[config.mk]
export PLATFORM = sky130hd
export DESIGN_NAME = mux_sel_scheduler
export DESIGN_NICKNAME = d
export VERILOG_FILES = /design/src/rtl/mux_sel_scheduler_pkg.sv /design/src/rtl/mux_sel_scheduler_table.sv /design/src/rtl/mux_sel_scheduler.sv
export SDC_FILE = /design/constraint.sdc
export NUM_CORES = 1
export LEC_CHECK = 0
export ABC_AREA = 1
export CORE_MARGIN = 4
export CORE_UTILIZATION = 50
export CTS_CLUSTER_SIZE = 40
export DETAILED_ROUTE_END_ITERATION = 8
export PLACE_DENSITY = 0.81
export SYNTH_ARGS = -nofsm -noshare
export SYNTH_HDL_FRONTEND = slang
export SYNTH_SLANG_ARGS = --single-unit
[constraint.sdc]
create_clock -name clk -period 4.1 [get_ports clk]
set_input_delay 0.82 -clock clk [delete_from_list [all_inputs] [get_ports clk]]
set_output_delay 0.82 -clock clk [all_outputs]
set_load 0.01 [all_outputs]
[src/rtl/mux_sel_scheduler_pkg.sv]
// Shared types and default sizing for the mux select scheduler.
package mux_sched_pkg;

  typedef enum logic [1:0] {
    IDLE = 2'd0,
    RUN  = 2'd1,
    DONE = 2'd2
  } state_t;

  localparam int DEF_SEL_WIDTH_MUX    = 3;
  localparam int DEF_NUMBER_INPUT_MUX = 8;
  localparam int DEF_DEPTH            = 8;
  localparam int DEF_CNT_WIDTH        = 8;

endpackage

[src/rtl/mux_sel_scheduler_table.sv]
// Pattern table: DEPTH select entries, one write port, one combinational read port.
module mux_sel_table
  import mux_sched_pkg::*;
#(
  parameter int SEL_WIDTH_MUX = DEF_SEL_WIDTH_MUX,
  parameter int DEPTH         = DEF_DEPTH,
  parameter int AW            = $clog2(DEPTH)
) (
  input  logic                     clk,
  input  logic                     rst_n,
  input  logic                     we,
  input  logic [AW-1:0]            waddr,
  input  logic [SEL_WIDTH_MUX-1:0] wdata,
  input  logic [AW-1:0]            raddr,
  output logic [SEL_WIDTH_MUX-1:0] rdata
);

  logic [SEL_WIDTH_MUX-1:0] mem_reg [DEPTH];

  genvar gi;
  generate
    for (gi = 0; gi < DEPTH; gi++) begin : g_entry
      always_ff @(posedge clk or negedge rst_n) begin
        if (!rst_n) begin
          mem_reg[gi] <= '0;
        end else if (we && (waddr == AW'(gi))) begin
          mem_reg[gi] <= wdata;
        end
      end
    end
  endgenerate

  assign rdata = mem_reg[raddr];

endmodule

[src/rtl/mux_sel_scheduler.sv]
// Replays a programmed select pattern REP times into a PE-array operand mux,
// one index per accepted cycle, with stall and abort.
module mux_sel_scheduler
  import mux_sched_pkg::*;
#(
  parameter int SEL_WIDTH_MUX    = DEF_SEL_WIDTH_MUX,
  parameter int NUMBER_INPUT_MUX = DEF_NUMBER_INPUT_MUX,
  parameter int DEPTH            = DEF_DEPTH,
  parameter int CNT_WIDTH        = DEF_CNT_WIDTH,
  parameter int AW               = $clog2(DEPTH)
) (
  input  logic                     clk,
  input  logic                     rst_n,
  input  logic                     cfg_we_i,
  input  logic [AW-1:0]            cfg_addr_i,
  input  logic [SEL_WIDTH_MUX-1:0] cfg_sel_i,
  input  logic [AW:0]              cfg_len_i,
  input  logic [CNT_WIDTH-1:0]     cfg_rep_i,
  input  logic                     start_i,
  input  logic                     abort_i,
  input  logic                     stall_i,
  output logic [SEL_WIDTH_MUX-1:0] sel_mux_o,
  output logic                     sel_valid_o,
  output logic                     last_o,
  output logic                     busy_o,
  output logic                     done_o,
  output logic                     err_o
);

  state_t                   state_reg, state_next;
  logic [AW-1:0]            ptr_reg, ptr_next;
  logic [CNT_WIDTH-1:0]     rep_cnt_reg, rep_cnt_next;
  logic [AW:0]              len_reg, len_next;
  logic [CNT_WIDTH-1:0]     rep_reg, rep_next;
  logic                     err_reg, err_next;
  logic                     table_we;
  logic [SEL_WIDTH_MUX-1:0] table_rdata;

  logic [AW:0]          len_m1;
  logic [CNT_WIDTH-1:0] rep_m1;
  logic                 ptr_at_end;
  logic                 rep_at_end;
  logic                 sel_in_range;
  logic                 len_too_big;

  assign len_m1       = len_reg - 1'b1;
  assign rep_m1       = rep_reg - 1'b1;
  assign ptr_at_end   = ({1'b0, ptr_reg} == len_m1);
  assign rep_at_end   = (rep_cnt_reg == rep_m1);
  assign sel_in_range = (int'({1'b0, cfg_sel_i}) < NUMBER_INPUT_MUX);
  assign len_too_big  = (int'({1'b0, cfg_len_i}) > DEPTH);

  mux_sel_table #(
    .SEL_WIDTH_MUX (SEL_WIDTH_MUX),
    .DEPTH         (DEPTH),
    .AW            (AW)
  ) u_table (
    .clk   (clk),
    .rst_n (rst_n),
    .we    (table_we),
    .waddr (cfg_addr_i),
    .wdata (cfg_sel_i),
    .raddr (ptr_reg),
    .rdata (table_rdata)
  );

  always_ff @(posedge clk or negedge rst_n) begin
    if (!rst_n) begin
      state_reg   <= IDLE;
      ptr_reg     <= '0;
      rep_cnt_reg <= '0;
      len_reg     <= '0;
      rep_reg     <= '0;
      err_reg     <= 1'b0;
    end else begin
      state_reg   <= state_next;
      ptr_reg     <= ptr_next;
      rep_cnt_reg <= rep_cnt_next;
      len_reg     <= len_next;
      rep_reg     <= rep_next;
      err_reg     <= err_next;
    end
  end

  always_comb begin
    state_next   = state_reg;
    ptr_next     = ptr_reg;
    rep_cnt_next = rep_cnt_reg;
    len_next     = len_reg;
    rep_next     = rep_reg;
    err_next     = err_reg;
    table_we     = 1'b0;
    sel_valid_o  = 1'b0;
    busy_o       = 1'b0;
    last_o       = 1'b0;
    done_o       = 1'b0;

    case (state_reg)
      IDLE: begin
        if (start_i) begin
          if (len_too_big) begin
            err_next = 1'b1;
          end else if ((cfg_len_i == '0) || (cfg_rep_i == '0)) begin
            state_next = DONE;
          end else begin
            state_next   = RUN;
            len_next     = cfg_len_i;
            rep_next     = cfg_rep_i;
            ptr_next     = '0;
            rep_cnt_next = '0;
            err_next     = 1'b0;
          end
        end
        // A rejected write in the same cycle as a good start still flags the error.
        if (cfg_we_i) begin
          if (sel_in_range) begin
            table_we = 1'b1;
          end else begin
            err_next = 1'b1;
          end
        end
      end

      RUN: begin
        sel_valid_o = 1'b1;
        busy_o      = 1'b1;
        last_o      = ptr_at_end && rep_at_end;
        if (cfg_we_i) begin
          err_next = 1'b1;
        end
        if (abort_i) begin
          state_next = IDLE;
        end else if (!stall_i) begin
          if (ptr_at_end && rep_at_end) begin
            state_next = DONE;
          end
          if (ptr_at_end) begin
            ptr_next     = '0;
            rep_cnt_next = rep_cnt_reg + 1'b1;
          end else begin
            ptr_next = ptr_reg + 1'b1;
          end
        end
      end

      DONE: begin
        done_o     = 1'b1;
        state_next = IDLE;
        if (cfg_we_i) begin
          err_next = 1'b1;
        end
      end

      default: state_next = IDLE;
    endcase
  end

  assign sel_mux_o = (state_reg == RUN) ? table_rdata : '0;
  assign err_o     = err_reg;

endmodule

==> results of run 1 <==
-- cell type report --
cell class	instances	area, µm²
multi-input combinational	288	1440
timing repair buffer	32	313
clock buffer	5	68.8
fill	514	2190
tap	72	90.1
sequential	50	1250
clock inverter	3	47.5
inverter	44	170
-- cells in the mapped netlist --
cell type and count:
ha_1 7, o22ai_2 2, inv_2 3, o22ai_1 3
nand2_4 1, o211ai_1 1, or2_1 2, xor2_1 5
buf_6 2, buf_4 1, o21ai_2 8, or2_4 1
clkbuf_1 2, nor4_1 1, nor3_1 1, nor2_1 41
inv_1 38, o21ai_1 10, nand3_2 1, nand4_1 7
a31oi_1 3, nand3b_1 5, nand2_1 112, nand3_1 18
or2_2 3, nand2_2 1, nor2_2 2, xnor2_1 5
clkinv_1 1, dfrtp_1 50, buf_2 4, o21ai_0 43
a21oi_1 5, inv_4 2
-- metrics by stage --
step / instances / power [mW] / instance area [µm²] / setup WS, ns / utilization [%]
after global placement: 486 / 1.83 / 3270 / 1.17 / 58.6
after global routing: 494 / 2.46 / 3380 / 0.446 / 60.7
after floorplan: 391 / 1.60 / 2920 / 1.72 / -
after detailed placement: 486 / 1.87 / 3270 / 1.15 / 58.6
final: 494 / 2.23 / 3380 / 0.778 / 60.7
after CTS: 494 / 2.24 / 3380 / 0.779 / 60.7
-- cells by family after synthesis --
family	Yosys count	share of synthesized area (%)
AND/OR/NAND/NOR	196	28.7
flip-flops	50	42.8
buffers and inverters	53	7.79
XOR/XNOR	10	3.00
adder cells (fa/ha/maj)	7	3.00
AO/OA/AOI/OAI	75	14.7
-- power breakdown --
group	leakage [nW]	switching (mW)	internal, mW
clock network	0.0591	0.178	0.186
logic	0.919	0.598	0.406
registers	0.638	0.176	0.688
-- layer usage --
metal  vias to the layer above  GRT usage (%)  share of wire, %
met2                        61           35.7                51
met1                      1198           22.6                42
met5                         -              0                 0
li1                       1320              -                 -
met3                        15           3.43               4.6
met4                         0           7.63               2.4
-- how the worst min path moves through the flow --
stage                               startpoint                              end  slack (ns)
2_1_floorplan  u_table.mem_reg[12]$_DFFE_PN0P_  u_table.mem_reg[12]$_DFFE_PN0P_        0.45
3_3_place_gp    u_table.mem_reg[8]$_DFFE_PN0P_   u_table.mem_reg[8]$_DFFE_PN0P_        0.47
3_5_place_dp                 err_o$_DFFE_PN0P_                err_o$_DFFE_PN0P_        0.48
4_1_cts                                  rst_n           rep_reg[1]$_DFFE_PN0P_        0.49
5_1_grt                                  rst_n       rep_cnt_reg[4]$_DFFE_PN0P_        0.52
6_report                                 rst_n           rep_reg[7]$_DFFE_PN0P_        0.47
-- worst max-delay path, cell delays in order, from the launching register on --
cell             delay [ns]
dfrtp_1                0.52
inv_1                  0.34
nand2_1                0.09
a21oi_1                0.14
nand3b_1               0.15
nor2_1                 0.13
nand2_1                0.06
nor4_1                 0.18
clkdlybuf4s50_1        0.59
==> key figures, run 1 <==
Critical path
  • Worst R2R Start: state_reg[0]$_DFFE_PN0P_
  • CP max FO: 15
  • Critical path startpoint: ptr_reg[0]$_DFFE_PN0P_
  • Internal reg-to-reg setup slack: 1.91 ns
  • Reg2Reg Capture Point: len_reg[0]$_DFFE_PN0P_
  • Worst path arrival time: between 2 and 3 ns
  • CP endpoint: last_o
  • Crit Path Category: reg -> out
  • Setup crit start kind: flop
  • R2R depth: 7
  • Required time worst endpoint: 3.28 ns
  • Worst Setup End Kind: output pin

Floorplan
  • Core area: approximately 5600 µm²
  • Io pins: 32
  • DIE AREA: slightly above 7000 µm²
  • Die height: between 80 and 90 µm
  • Initial Util: about 52%
  • Placement Rows: 27
  • Die X: about 84 µm

Clock tree
  • H-tree Lvls: 2
  • Num CTS Buffers: 5
  • Post-CTS sizing: 0
  • TritonCTS clock tree: done
  • # Post-CTS Setup Buffers: 0
  • Hold bufs inserted after CTS: 0
  • Maximum clock path buffer count: 2
  • Root Buffer: clkbuf_8
  • Clock Pin Slew Worst Setup and Hold Paths: approximately 0.09 ns
  • CTS Sinks: 50
  • Worst-skew pair later-pin latency: 0.32 ns

Timing
  • Slew HR: 46.9%
  • Endpoints failing hold: 0
  • RSZ-0062 raised after global routing: no
  • Maximum clock rate: about 300 MHz
  • Slew @ Worst Pin: slightly below 0.8 ns
  • Worst hold slack: around 0.47 ns
  • TNS Setup: 0 ns
  • Minimum clock period: 3.32 ns
  • Slew Viols, Final: 0
  • Final Cycle Share: 81.0%
  • Final setup viols: 0
  • Final Skew: between 0.009 and 0.01 ns

Global routing
  • Vias in the first global route: about 2600
  • First-pass GRT wire length: between 10000 and 15000 µm
  • GRT Total Usage: between 10% and 20%
  • GR Overflow Total: 0
  • Pin count of the biggest net entering global routing: 29
  • Initial antenna violation count: 0

Drt
  • Average via count per standard cell: around 5.3
  • 1st-pass router iterations: 4
  • Post-Route WL: 6430 µm
  • Remaining DRCs: 0
  • DRT antenna net count: 0
  • DR vias: between 2000 and 3000
  • Avg WL per Cell: approximately 13 µm
  • Initial DRC count: 146

Synthesis
  • Post-synth top area cell: dfrtp_1
  • Top-area cell type share of the netlist area: between 40% and 50%
  • Syn Area/Cell: about 7.5 µm²
  • Sequential share of the synthesized area: ~43%
  • Yosys cell types: 34
  • Main area contributors after synthesis: dfrtp_1, nand2_1, o21ai_0, nor2_1, inv_1
  • Post-Syn Area: roughly 3000 µm²
  • Syn. warnings: 0
  • Syn Nets: between 400 and 500
  • Cells after synthesis: between 300 and 400
  • Synth Register Bits: 50

Run status
  • Outcome: completed

Cells and area
  • Area grow syn2layout: 15.8%
  • Leading cell type in the layout, fill and taps excluded: nand2_1
  • Max reg flops: 24
  • Antenna Cells: 0
  • Most frequent cells in the layout: nand2_1, dfrtp_1, o21ai_0
  • Share of cells above drive strength 1: between 8 and 9%
  • Nets@finish: approximately 450

Power and ir drop
  • Pleak: about 1.6 nW
  • Cell Pwr Density: between 600 and 700 nW/µm²
  • Peak supply drop: about 0.00041 V

Place
  • IO buf count: 31
  • Routability Congestion: about 0.93
  • DP HPWL: 4880 µm

Min path
  • Hold WC Path Type: in -> async

Flow run
  • # Max-Cap Violations: 0
(Power assumes the default switching activity.)
==> run 2, diff against run 1 <==
==> constraint.sdc (replaced) <==
create_clock -name clk -period 3.4 [get_ports clk]
set_input_delay 0.68 -clock clk [delete_from_list [all_inputs] [get_ports clk]]
set_output_delay 0.68 -clock clk [all_outputs]
set_load 0.01 [all_outputs]
==> run 2 against run 1 <==
Effect of this change: final area shrank 0.22%; global-route usage up 0.89 points; clock power up 5%; critical path depth rose by 3; critical path type unchanged; highest routed layer unchanged.
==> key figures, run 2 (synthesis results as in run 1) <==
Cells and area
  • Share of cells above drive strength 1: 8.51% (+0.45 points)
  • Multi-input logic area: 1440 µm² (unchanged)
  • Area grow syn2layout: 15.5%
  • Nets@finish: 453 (+0.22%)
  • Max reg flops: 24 (unchanged)
  • Fillers: 515 (+0.19%)
  • Antenna Cells: 0 (unchanged)
  • FF/Latch Area: 1250 µm² (unchanged)
  • Most frequent cells in the layout: nand2_1, dfrtp_1, o21ai_0
  • Leading cell type in the layout, fill and taps excluded: nand2_1

Clock tree
  • Clock Pin Slew Worst Setup and Hold Paths: 0.10 ns (about the same)
  • TritonCTS clock tree: done
  • H-tree Lvls: 2 (unchanged)
  • Maximum clock path buffer count: 2 (unchanged)
  • Num CTS Buffers: 5 (unchanged)
  • CTS Sinks: 50 (unchanged)
  • Worst-skew pair later-pin latency: 0.32 ns (about the same)
  • Root Buffer: clkbuf_8
  • # Post-CTS Setup Buffers: 0 (unchanged)

Floorplan
  • DIE AREA: 7130 µm² (unchanged)
  • Initial Util: 52.4% (unchanged)
  • Placement Rows: 27 (unchanged)
  • Die X: 84.4 µm (unchanged)
  • Die height: 84.4 µm (unchanged)
  • Io pins: 32 (unchanged)
  • Core area: 5570 µm² (unchanged)

Critical path
  • Worst Setup End Kind: output pin
  • Setup crit start kind: flop
  • R2R depth: 10 (+3)
  • Worst path arrival time: 2.52 ns (+0.02 ns)
  • Internal reg-to-reg setup slack: 1.30 ns (-0.61 ns)
  • Required time worst endpoint: 2.72 ns (-0.56 ns)
  • Crit Path Category: reg -> out
  • CP max FO: 7 (-8)

Global routing
  • Initial antenna violation count: 0 (unchanged)
  • GR Overflow Total: 0 (unchanged)
  • Vias in the first global route: 2670 (+3.0%)
  • GRT Total Usage: 20.4% (+0.89 points)
  • First-pass GRT wire length: 11800 µm (+3.7%)
  • Pin count of the biggest net entering global routing: 27 (-6.9%)

Power and ir drop
  • Peak supply drop: 0.000444 V (+8.4%)
  • Pleak: 1.61 nW (-0.39%)
  • Cell Pwr Density: 787 nW/µm² (+19%)

Place
  • Place WS: 0.557 ns (-0.588 ns)
  • IO buf count: 31 (unchanged)
  • DP HPWL: 5090 µm (+4.4%)
  • Routability Congestion: 0.907 (-2.6%)

Timing
  • Minimum clock period: around 3.2 ns
  • Endpoints failing hold: 0 (unchanged)
  • Slew Viols, Final: 0 (unchanged)
  • TNS Setup: 0 ns (unchanged)
  • Slew HR: 59.8% (+13 points)
  • Final setup viols: 0 (unchanged)
  • Final Cycle Share: a little over nine tenths
  • Worst setup margin: 0.202 ns (-0.576 ns)
  • Maximum clock rate: about 310 MHz
  • Slew @ Worst Pin: 0.603 ns (-0.191 ns)
  • Final Skew: 0.00948 ns (+0.000136 ns)
  • RSZ-0062 raised after global routing: no

Drt
  • DR vias: 2667 (+2.8%)
  • 1st-pass router iterations: 7 (+3)
  • Post-Route WL: 6810 µm (+5.9%)
  • Average via count per standard cell: 5.39 (+2.6%)
  • Avg WL per Cell: 13.7 µm (+5.7%)
  • Remaining DRCs: 0 (unchanged)
  • DRT antenna net count: 0 (unchanged)
  • Initial DRC count: 158 (+8.2%)

Run status
  • Outcome: completed

Flow run
  • # Max-Cap Violations: 0 (unchanged)

Min path
  • Hold WC Path Type: in -> async
## run 2: worst paths after layout
| check | start | to |
|---|---|---|
| min in group clk | u_table.mem_reg[19]$_DFFE_PN0P_ | u_table.mem_reg[19]$_DFFE_PN0P_ |
| min reg2reg | u_table.mem_reg[19]$_DFFE_PN0P_ | u_table.mem_reg[19]$_DFFE_PN0P_ |
| max reg2reg | state_reg[1]$_DFFE_PN0P_ | rep_cnt_reg[0]$_DFFE_PN0P_ |
| max in group asynchronous | rst_n | ptr_reg[0]$_DFFE_PN0P_ |
| max | rep_reg[0]$_DFFE_PN0P_ | last_o |
| min | rst_n | rep_reg[5]$_DFFE_PN0P_ |
## run 2: worst max-delay path, stage by stage, from the launching register on
cell,delay (ns)
dfrtp_1,0.41
inv_2,0.10
ha_1,0.28
inv_1,0.06
nand2_1,0.08
nand2_1,0.05
nand2_1,0.05
nand2_1,0.05
nor2_1,0.13
nand4_1,0.10
nor4_1,0.29
clkdlybuf4s50_1,0.60
## run 2: through the flow
step	cells	power (mW)	util (%)	hold slack (ns)	area, µm²
2_1_floorplan	391	1.93	-	0.384	2920
3_5_place_dp	487	2.27	58.7	0.469	3270
4_1_cts	495	2.66	60.5	0.379	3370
5_1_grt	495	2.91	60.6	0.411	3380
6_report	495	2.66	60.6	0.361	3380
3_3_place_gp	487	2.21	58.7	0.471	3270
## run 2: area by class of cell
type                       count  share of cell area (%)
tap                           72                    2.67
inverter                      44                    5.15
clock inverter                 3                   0.852
multi-input combinational    288                    42.7
timing repair buffer          33                    9.49
clock buffer                   5                    2.04
sequential                    50                    37.1
## run 2: report_power, final
| part | leakage [nW] | switching (mW) | internal (mW) |
|---|---|---|---|
| registers | 0.638 | 0.218 | 0.829 |
| logic | 0.921 | 0.733 | 0.493 |
| clock network | 0.0506 | 0.229 | 0.154 |
| total | 1.61 | 1.18 | 1.48 |
## run 2: per-layer routing
layer	part of all wire, %	up-vias	GRT usage (%)
li1	-	1325	-
met1	41	1251	22.9
met2	52	72	37.7
met3	4.2	19	3.53
met4	2.9	0	8.78
met5	0	-	0
## run 2: timing repair
| item | in CTS | in global routing |
|---|---|---|
| resized for setup | 0 | 1 |
| setup endpoints to repair | 0 | 1 |
| endpoints found under the hold margin | 0 | 0 |
| hold buffers | 0 | 0 |
